$ cat config.mk
export PLATFORM = sky130hd
export DESIGN_NAME = serial_subtractor
export DESIGN_NICKNAME = d
export VERILOG_FILES = /design/src/rtl/arith_pkg.sv /design/src/rtl/serial_subtractor_fsub.sv /design/src/rtl/serial_subtractor.sv
export SDC_FILE = /design/constraint.sdc
export NUM_CORES = 1
export LEC_CHECK = 0
export BUFFER_PORTS_ARGS = -buffer_cell sky130_fd_sc_hd__buf_2
export CAP_MARGIN = 25
export CORE_MARGIN = 5
export CORE_UTILIZATION = 38
export CTS_BUF_LIST = sky130_fd_sc_hd__clkbuf_16
export DETAILED_ROUTE_END_ITERATION = 10
export SYNTH_ARGS = -nofsm -noshare
export SYNTH_HDL_FRONTEND = slang
export SYNTH_SLANG_ARGS = --single-unit
$ cat constraint.sdc
create_clock -name clk -period 2.5 [get_ports clk]
set_input_delay 0.625 -clock clk [delete_from_list [all_inputs] [get_ports clk]]
set_output_delay 0.625 -clock clk [all_outputs]
set_load 0.1 [all_outputs]
$ cat src/rtl/arith_pkg.sv
// Shared arithmetic definitions: FSM state encoding and counter sizing helper.
package arith_pkg;

    typedef enum logic [1:0] {
        IDLE = 2'd0,
        RUN  = 2'd1,
        DONE = 2'd2
    } state_t;

    // Bit counter width for a WIDTH-bit serial operation.
    function automatic int CNT_W(input int width);
        return $clog2(width) + 1;
    endfunction

endpackage

$ cat src/rtl/serial_subtractor_fsub.sv
// Combinational one-bit full subtractor: d = a - b - bin, with borrow-out.
module fsub (
    input  logic a,
    input  logic b,
    input  logic bin,
    output logic d,
    output logic bout
);

    // Difference bit and borrow generation/propagation.
    always_comb begin
        d    = a ^ b ^ bin;
        bout = (~a & b) | (~(a ^ b) & bin);
    end

endmodule

$ cat src/rtl/serial_subtractor.sv
// Bit-serial LSB-first subtractor: diff = a - b - bin over WIDTH bits,
// one bit per clock, under a start/busy/done handshake.
module serial_subtractor
    import arith_pkg::*;
#(
    parameter int WIDTH = 8
) (
    input  logic             clk,
    input  logic             rst,
    input  logic             start,
    input  logic [WIDTH-1:0] a,
    input  logic [WIDTH-1:0] b,
    input  logic             bin,
    output logic             busy,
    output logic             done,
    output logic [WIDTH-1:0] diff,
    output logic             bout,
    output logic             zero
);

    localparam int CW = CNT_W(WIDTH);
    localparam logic [CW-1:0] LAST_CNT = CW'(WIDTH - 1);

    state_t           state_reg, state_next;
    logic [CW-1:0]    cnt_reg;
    // The minuend register doubles as the result shift register: each
    // difference bit enters at the MSB as the consumed minuend bit leaves
    // the LSB, so after WIDTH shifts it holds the full result.
    logic [WIDTH-1:0] a_sh_reg;
    logic [WIDTH-1:0] b_sh_reg;
    logic             borrow_reg;
    logic [WIDTH-1:0] diff_reg;
    logic             bout_reg;
    logic             zero_reg;

    logic             bit_d;
    logic             bit_br;
    logic [WIDTH-1:0] a_sh_next;
    logic             accept;
    logic             last_bit;

    fsub u_fsub (
        .a    (a_sh_reg[0]),
        .b    (b_sh_reg[0]),
        .bin  (borrow_reg),
        .d    (bit_d),
        .bout (bit_br)
    );

    generate
        if (WIDTH == 1) begin : g_shift_w1
            assign a_sh_next = bit_d;
        end else begin : g_shift_wn
            assign a_sh_next = {bit_d, a_sh_reg[WIDTH-1:1]};
        end
    endgenerate

    assign accept   = start && (state_reg != RUN);
    assign last_bit = (state_reg == RUN) && (cnt_reg == LAST_CNT);

    // State register.
    always_ff @(posedge clk) begin
        if (rst) begin
            state_reg <= IDLE;
        end else begin
            state_reg <= state_next;
        end
    end

    // Next-state logic; DONE can go straight back to RUN on a new start.
    always_comb begin
        state_next = state_reg;
        case (state_reg)
            IDLE:    if (start) state_next = RUN;
            RUN:     if (last_bit) state_next = DONE;
            DONE:    state_next = start ? RUN : IDLE;
            default: state_next = IDLE;
        endcase
    end

    // Handshake outputs decoded from the state.
    always_comb begin
        busy = 1'b0;
        done = 1'b0;
        case (state_reg)
            RUN:     busy = 1'b1;
            DONE:    done = 1'b1;
            default: ;
        endcase
    end

    // Datapath: operand capture, per-bit shifting, and result latch on the last bit.
    always_ff @(posedge clk) begin
        if (rst) begin
            cnt_reg    <= '0;
            a_sh_reg   <= '0;
            b_sh_reg   <= '0;
            borrow_reg <= 1'b0;
            diff_reg   <= '0;
            bout_reg   <= 1'b0;
            zero_reg   <= 1'b0;
        end else if (accept) begin
            cnt_reg    <= '0;
            a_sh_reg   <= a;
            b_sh_reg   <= b;
            borrow_reg <= bin;
        end else if (state_reg == RUN) begin
            cnt_reg    <= cnt_reg + CW'(1);
            a_sh_reg   <= a_sh_next;
            b_sh_reg   <= b_sh_reg >> 1;
            borrow_reg <= bit_br;
            if (last_bit) begin
                diff_reg <= a_sh_next;
                bout_reg <= bit_br;
                zero_reg <= (a_sh_next == '0);
            end
        end
    end

    assign diff = diff_reg;
    assign bout = bout_reg;
    assign zero = zero_reg;

endmodule
### After elaboration in Yosys (flattened, before gate mapping)

Cells that the tools add are included.
Widths: inputs -> output; s select.

| cells by class | value |
|---|---|
| add/subtract/negate cells | 1 |
| equal/unequal tests | 6 |
| multiplexer cells | 12 |
| bitwise logic cells | 8 |
| reductions and logical operators | 8 |

Operators with widths:

| cell | number |
|---|---|
| $mux 8 | 4 |
| $logic_not 8->1 | 1 |
| $pmux 2 s3 | 1 |
| $mux 1 | 5 |
| $add 4x1->4 const B | 1 |
| $eq 4x3->1 const B | 1 |
| $mux 2 | 2 |
| $ne 2x2->1 const B | 2 |
| $not 1->1 | 3 |
| $reduce_and 3->1 | 1 |
| $and 1x1->1 | 2 |
| $eq 2x1->1 const B | 1 |
| $eq 2x2->1 const B | 1 |
| $logic_and 1x1->1 | 2 |
| $logic_not 2->1 | 1 |
| $ne 2x1->1 const B | 1 |
| $reduce_and 2->1 | 1 |
| $reduce_bool 2->1 | 1 |
| $reduce_or 2->1 | 1 |
| $xor 1x1->1 | 2 |
| $or 1x1->1 | 1 |

| word-level totals | value |
|---|---|
| flip-flop bits (word level) | 33 |
| input bits | 20 |
| output and inout port bits | 12 |
| logic and storage cells | 43 |

### Depth between registers and ports, before layout

| depth | value |
|---|---|
| depth after elaboration | 6 |
| gate-level depth with buffers | 5 |
| depth with buffers taken out | 5 |

### By module

Synthesis repeated with hierarchy kept, for this count alone.

| second synthesis, totals | value |
|---|---|
| cells, all modules | 157 |
| area, all modules | 1576.5 um^2 |

By module, submodules not included:

| module | times used | cells an instance | area each (um^2) | sequential area each (um^2) |
|---|---|---|---|---|
| serial_subtractor | 1 | 153 | 1545.2 | 660.6 |
| fsub | 1 | 4 | 31.3 | 0.0 |

### Least setup slack after synthesis

Ideal clock, no wire load.

| timing | value |
|---|---|
| path kind | reg2out |
| start point | register state_reg[0] |
| end point | output done |
| arrival | 1096 ps |
| data required time | 1875 ps |
| path slack | 779 ps |
| cell stages (with the launch flop) | 2 |
| path buffers | 0 |
| path through | dfxtp_1 and2b_1 |

| between the ends | value |
|---|---|
| longest elaborated chain between the ends | 2 |

Ends and longest elaborated chain:

| what | RTL line | RTL |
|---|---|---|
| start: declaration | serial_subtractor.sv:24 | `state_t state_reg, state_next;` |
| start signal: assignment | serial_subtractor.sv:66 | `state_reg <= state_next;` |
| $eq 2x2->1 | serial_subtractor.sv:85 | `case (state_reg)` |
| $mux 1 | serial_subtractor.sv:85 |  |
| end: declaration | serial_subtractor.sv:15 | `output logic done,` |

No other way between the ends.

### Worst setup path in the final report

Ends and elaborated chain as after synthesis.

==> summary.md <==
Once layout is done, the placed cells without fillers occupy 1750 µm². The largest total area in the synthesized netlist belongs to sky130_fd_sc_hd__dfxtp_1. The depth of the worst register-to-register path came out at 5.

VDD sags by at most 0.378 mV. The portion of the post-synthesis area used by sequential elements was 45.3%. The first detailed-routing pass ran for 4 iterations.

The sort of element at the start of the critical path is a flop. For the worst-skew pair, the clock arrives at the later sink with an insertion delay of 270 ps. The first global-routing pass estimated 5.46 mm of wire. The tools report the launch instance of the worst min-delay path as zero.

The cell with the most instances after synthesis is sky130_fd_sc_hd__dfxtp_1. In this run, synthesis produced a sequential element count of 33. Post-detailed-placement cell area: 1610 µm². The tightest min-delay check is of the reg -> reg type.

The least setup slack across all paths after layout was 648 ps; the share of post-route cells with drive strength above 1 was 23.6%. For this run, the leading register cell type out of synthesis is sky130_fd_sc_hd__dfxtp_1. The die covers 5170 µm². The logs give 0 for the number of nets with antenna violations after routing and 1230 ps for the endpoint arrival time on the critical path. Number of max-slew violations in the final report: 0. The clock period minus worst slack was 1850 ps; the global router's overall resource usage was 13.2%. The worst register-to-register path begins at b_sh_reg[0]. Dividing total power by cell area gives a power density of 740 nW/µm². The worst pin sits at a relative slew slack of 60.1%. Worst reg2reg path endpoint: zero.

For the final database, setup skew stands at 4.05 ps. The net count after synthesis came out at 178. The count of inserted antenna diode cells is 0, and the layout overhead on the synthesized area is 19.8%.

The run gives 0 as the total setup violations reported at the end of the flow. The fraction of synthesized cell area taken by the top area cell type was 45.3%; the pin count of the biggest net entering global routing was 47. The mapped netlist covers 1460 µm². The number of vias per cell after detailed routing came out at 5.13. Cells fill 47.4% of the core in the end. In the final routed layout, each cell accounts on average for 13.6 µm. For this run, the number of Yosys warnings is 0. The gate count of the mapped netlist was 156.

The cell depth of the worst hold path was 2. The synthesized design contains 0 enable-type register cells. The initial core utilization was 39.5%; the estimated wirelength of the detail-placed design was 2.17 mm. In the final timing run, aggregate negative setup slack is 0 ps. The worst setup path is captured at an output pin.

The run finished with clean final reports. The final layout contains 203 nets. The tools report the number of rows created at floorplan as 22. Buffers placed on the I/O ports in this run total 31. The critical-path maximum fanout works out to 3.

After synthesis, the most frequently instantiated cells are sky130_fd_sc_hd__dfxtp_1, sky130_fd_sc_hd__a211oi_1, sky130_fd_sc_hd__mux2i_1, sky130_fd_sc_hd__nor2_1, sky130_fd_sc_hd__a21oi_1. Max-cap violations in this run came to 0. The run gives 1.29 mW as the power after layout. Setup repair after global routing left no endpoint under its margin. The run gives 905 ps as the worst-case setup slack after placement.

Post-CTS repair changed the size of 0 cells. The run gives 2 as the level count of the clock H-tree. The initial antenna violation count is 0, and the number of different library cells in the post-synthesis netlist is 31. The critical path launch point is state_reg[0].

After clock tree synthesis, the clock-pin slew on the worst setup and hold paths is 50 ps. For this block, the routed nets add up to 3.14 mm of wire. During I/O placement, the number of pins put on the boundary was 32. Based on the critical path, the design can be clocked at up to 540 MHz.

Clock tree synthesis selected as its root buffer the cell sky130_fd_sc_hd__clkbuf_16. TritonCTS built the clock tree. Routability-driven placement finished with a final weighted congestion of 0.708. The path with the worst hold slack has its endpoint at zero. After global routing the overflow that remains totals 0. The first routing iteration left 41 violations.

By area the synthesized netlist is led by sky130_fd_sc_hd__dfxtp_1, sky130_fd_sc_hd__mux2i_1, sky130_fd_sc_hd__a211oi_1. The die outline height is 71.9 µm, and the proportion of synthesized flip-flops having asynchronous set or reset is 0%. For the worst setup path, the data required time is 1880 ps. The worst setup path is of the reg -> out kind. The hold buffer count at CTS was 0; the count of clock tree sinks was 33. The number of vias after detailed routing was 1179. In the finished design, the share of the clock period the worst path needs comes to 74.1%.

The buffer depth of the longest clock path was 2; the horizontal extent of the die was 71.9 µm. TritonCTS created 5 clock buffers. After floorplanning, the core was sized to cover 3690 µm². After clock tree synthesis, the setup repair step added 0 buffers.

The DRC violation count after routing was 0; the mean post-synth cell area was 9.34 µm². For the pin with the worst max-slew slack, the measured transition is 598 ps. The analysis attributes to cell leakage a power of 0.747 nW. For the via count of the first global-routing pass, the log shows 1164.

The logs give 0 for the final number of hold-violating endpoints and 1010 ps for the worst reg-to-reg setup slack.
[per-layer routing]
layer | up-vias | global-route usage (%) | part of all wire, %
li1 | 615 | - | -
met1 | 529 | 16.7 | 47
met5 | - | 0 | 0
met2 | 27 | 20.2 | 45
met3 | 8 | 4.71 | 6.5
met4 | 0 | 6.26 | 1.9
[critical path, stage by stage (launching register included)]
cell and delay, ps:
sky130_fd_sc_hd__dfxtp_1 340, sky130_fd_sc_hd__and2b_1 200, sky130_fd_sc_hd__buf_2 420
[power breakdown]
part           switching [mW]  internal [mW]
logic                  0.0867         0.0615
registers              0.0228          0.557
clock network           0.205          0.359
total                   0.315          0.977
[layout by cell type, fill, tap and decap left out]
master                      synthesis  final
sky130_fd_sc_hd__nand3_1           10     10
sky130_fd_sc_hd__or3_1              1      1
sky130_fd_sc_hd__and3b_1            1      1
sky130_fd_sc_hd__clkinv_1           0      2
sky130_fd_sc_hd__ha_1               1      1
sky130_fd_sc_hd__buf_4              2      2
sky130_fd_sc_hd__a211oi_2           1      1
sky130_fd_sc_hd__clkbuf_16          0      5
sky130_fd_sc_hd__inv_2              1      1
sky130_fd_sc_hd__buf_2              5     31
sky130_fd_sc_hd__and2b_1            2      2
sky130_fd_sc_hd__nor2_1            16     16
sky130_fd_sc_hd__mux2_4             1      1
sky130_fd_sc_hd__a211oi_1          16     16
sky130_fd_sc_hd__nand2b_1           1      1
sky130_fd_sc_hd__a31oi_1            1      1
sky130_fd_sc_hd__a311oi_1           1      1
sky130_fd_sc_hd__nand4_1            1      1
sky130_fd_sc_hd__nor3_1             2      2
sky130_fd_sc_hd__nand2_1            2      2
sky130_fd_sc_hd__nand3b_1           4      4
sky130_fd_sc_hd__nor4_1             2      2
sky130_fd_sc_hd__inv_1              2      2
sky130_fd_sc_hd__o211a_1            1      1
sky130_fd_sc_hd__o21ai_0            9      9
sky130_fd_sc_hd__fa_1               1      1
sky130_fd_sc_hd__dfxtp_1           33     33
sky130_fd_sc_hd__nand2b_4           1      1
sky130_fd_sc_hd__a21oi_1           14     14
sky130_fd_sc_hd__mux2i_1           16     16
sky130_fd_sc_hd__clkinv_2           0      1
[cell type report]
cell class | count | area [µm²]
clock buffers | 5 | 125
well taps | 48 | 60.1
inverters | 3 | 11.3
flip-flops and latches | 33 | 661
clock inverters | 3 | 12.5
fillers | 369 | 1940
repair buffers | 33 | 170
multi-input cells | 105 | 707
[worst max path at each step]
stage	to	slack, ps	cells after the start
after floorplan	done	780	1
after global placement	borrow_reg	930	4
after detailed placement	borrow_reg	910	4
after CTS	done	640	2
after global routing	done	610	2
final	done	650	2
[cell families (layout without fill, tap and decap cells)]
group | Yosys count | count (layout) | share of synthesized area, %
multiplexers | 17 | 17 | 12.0
adder cells (fa/ha/maj) | 2 | 2 | 2.23
AND/OR/NAND/NOR | 43 | 43 | 15.5
AO/OA/AOI/OAI | 43 | 43 | 18.7
buffers and inverters | 18 | 44 | 6.18
flip-flops | 33 | 33 | 45.3
[per-stage QoR]
step	cells	hold WS (ps)
6_report	230	473
5_1_grt	230	488
4_1_cts	230	475
3_5_place_dp	222	468
3_3_place_gp	222	463
2_1_floorplan	156	469
(Power assumes the default switching activity.)
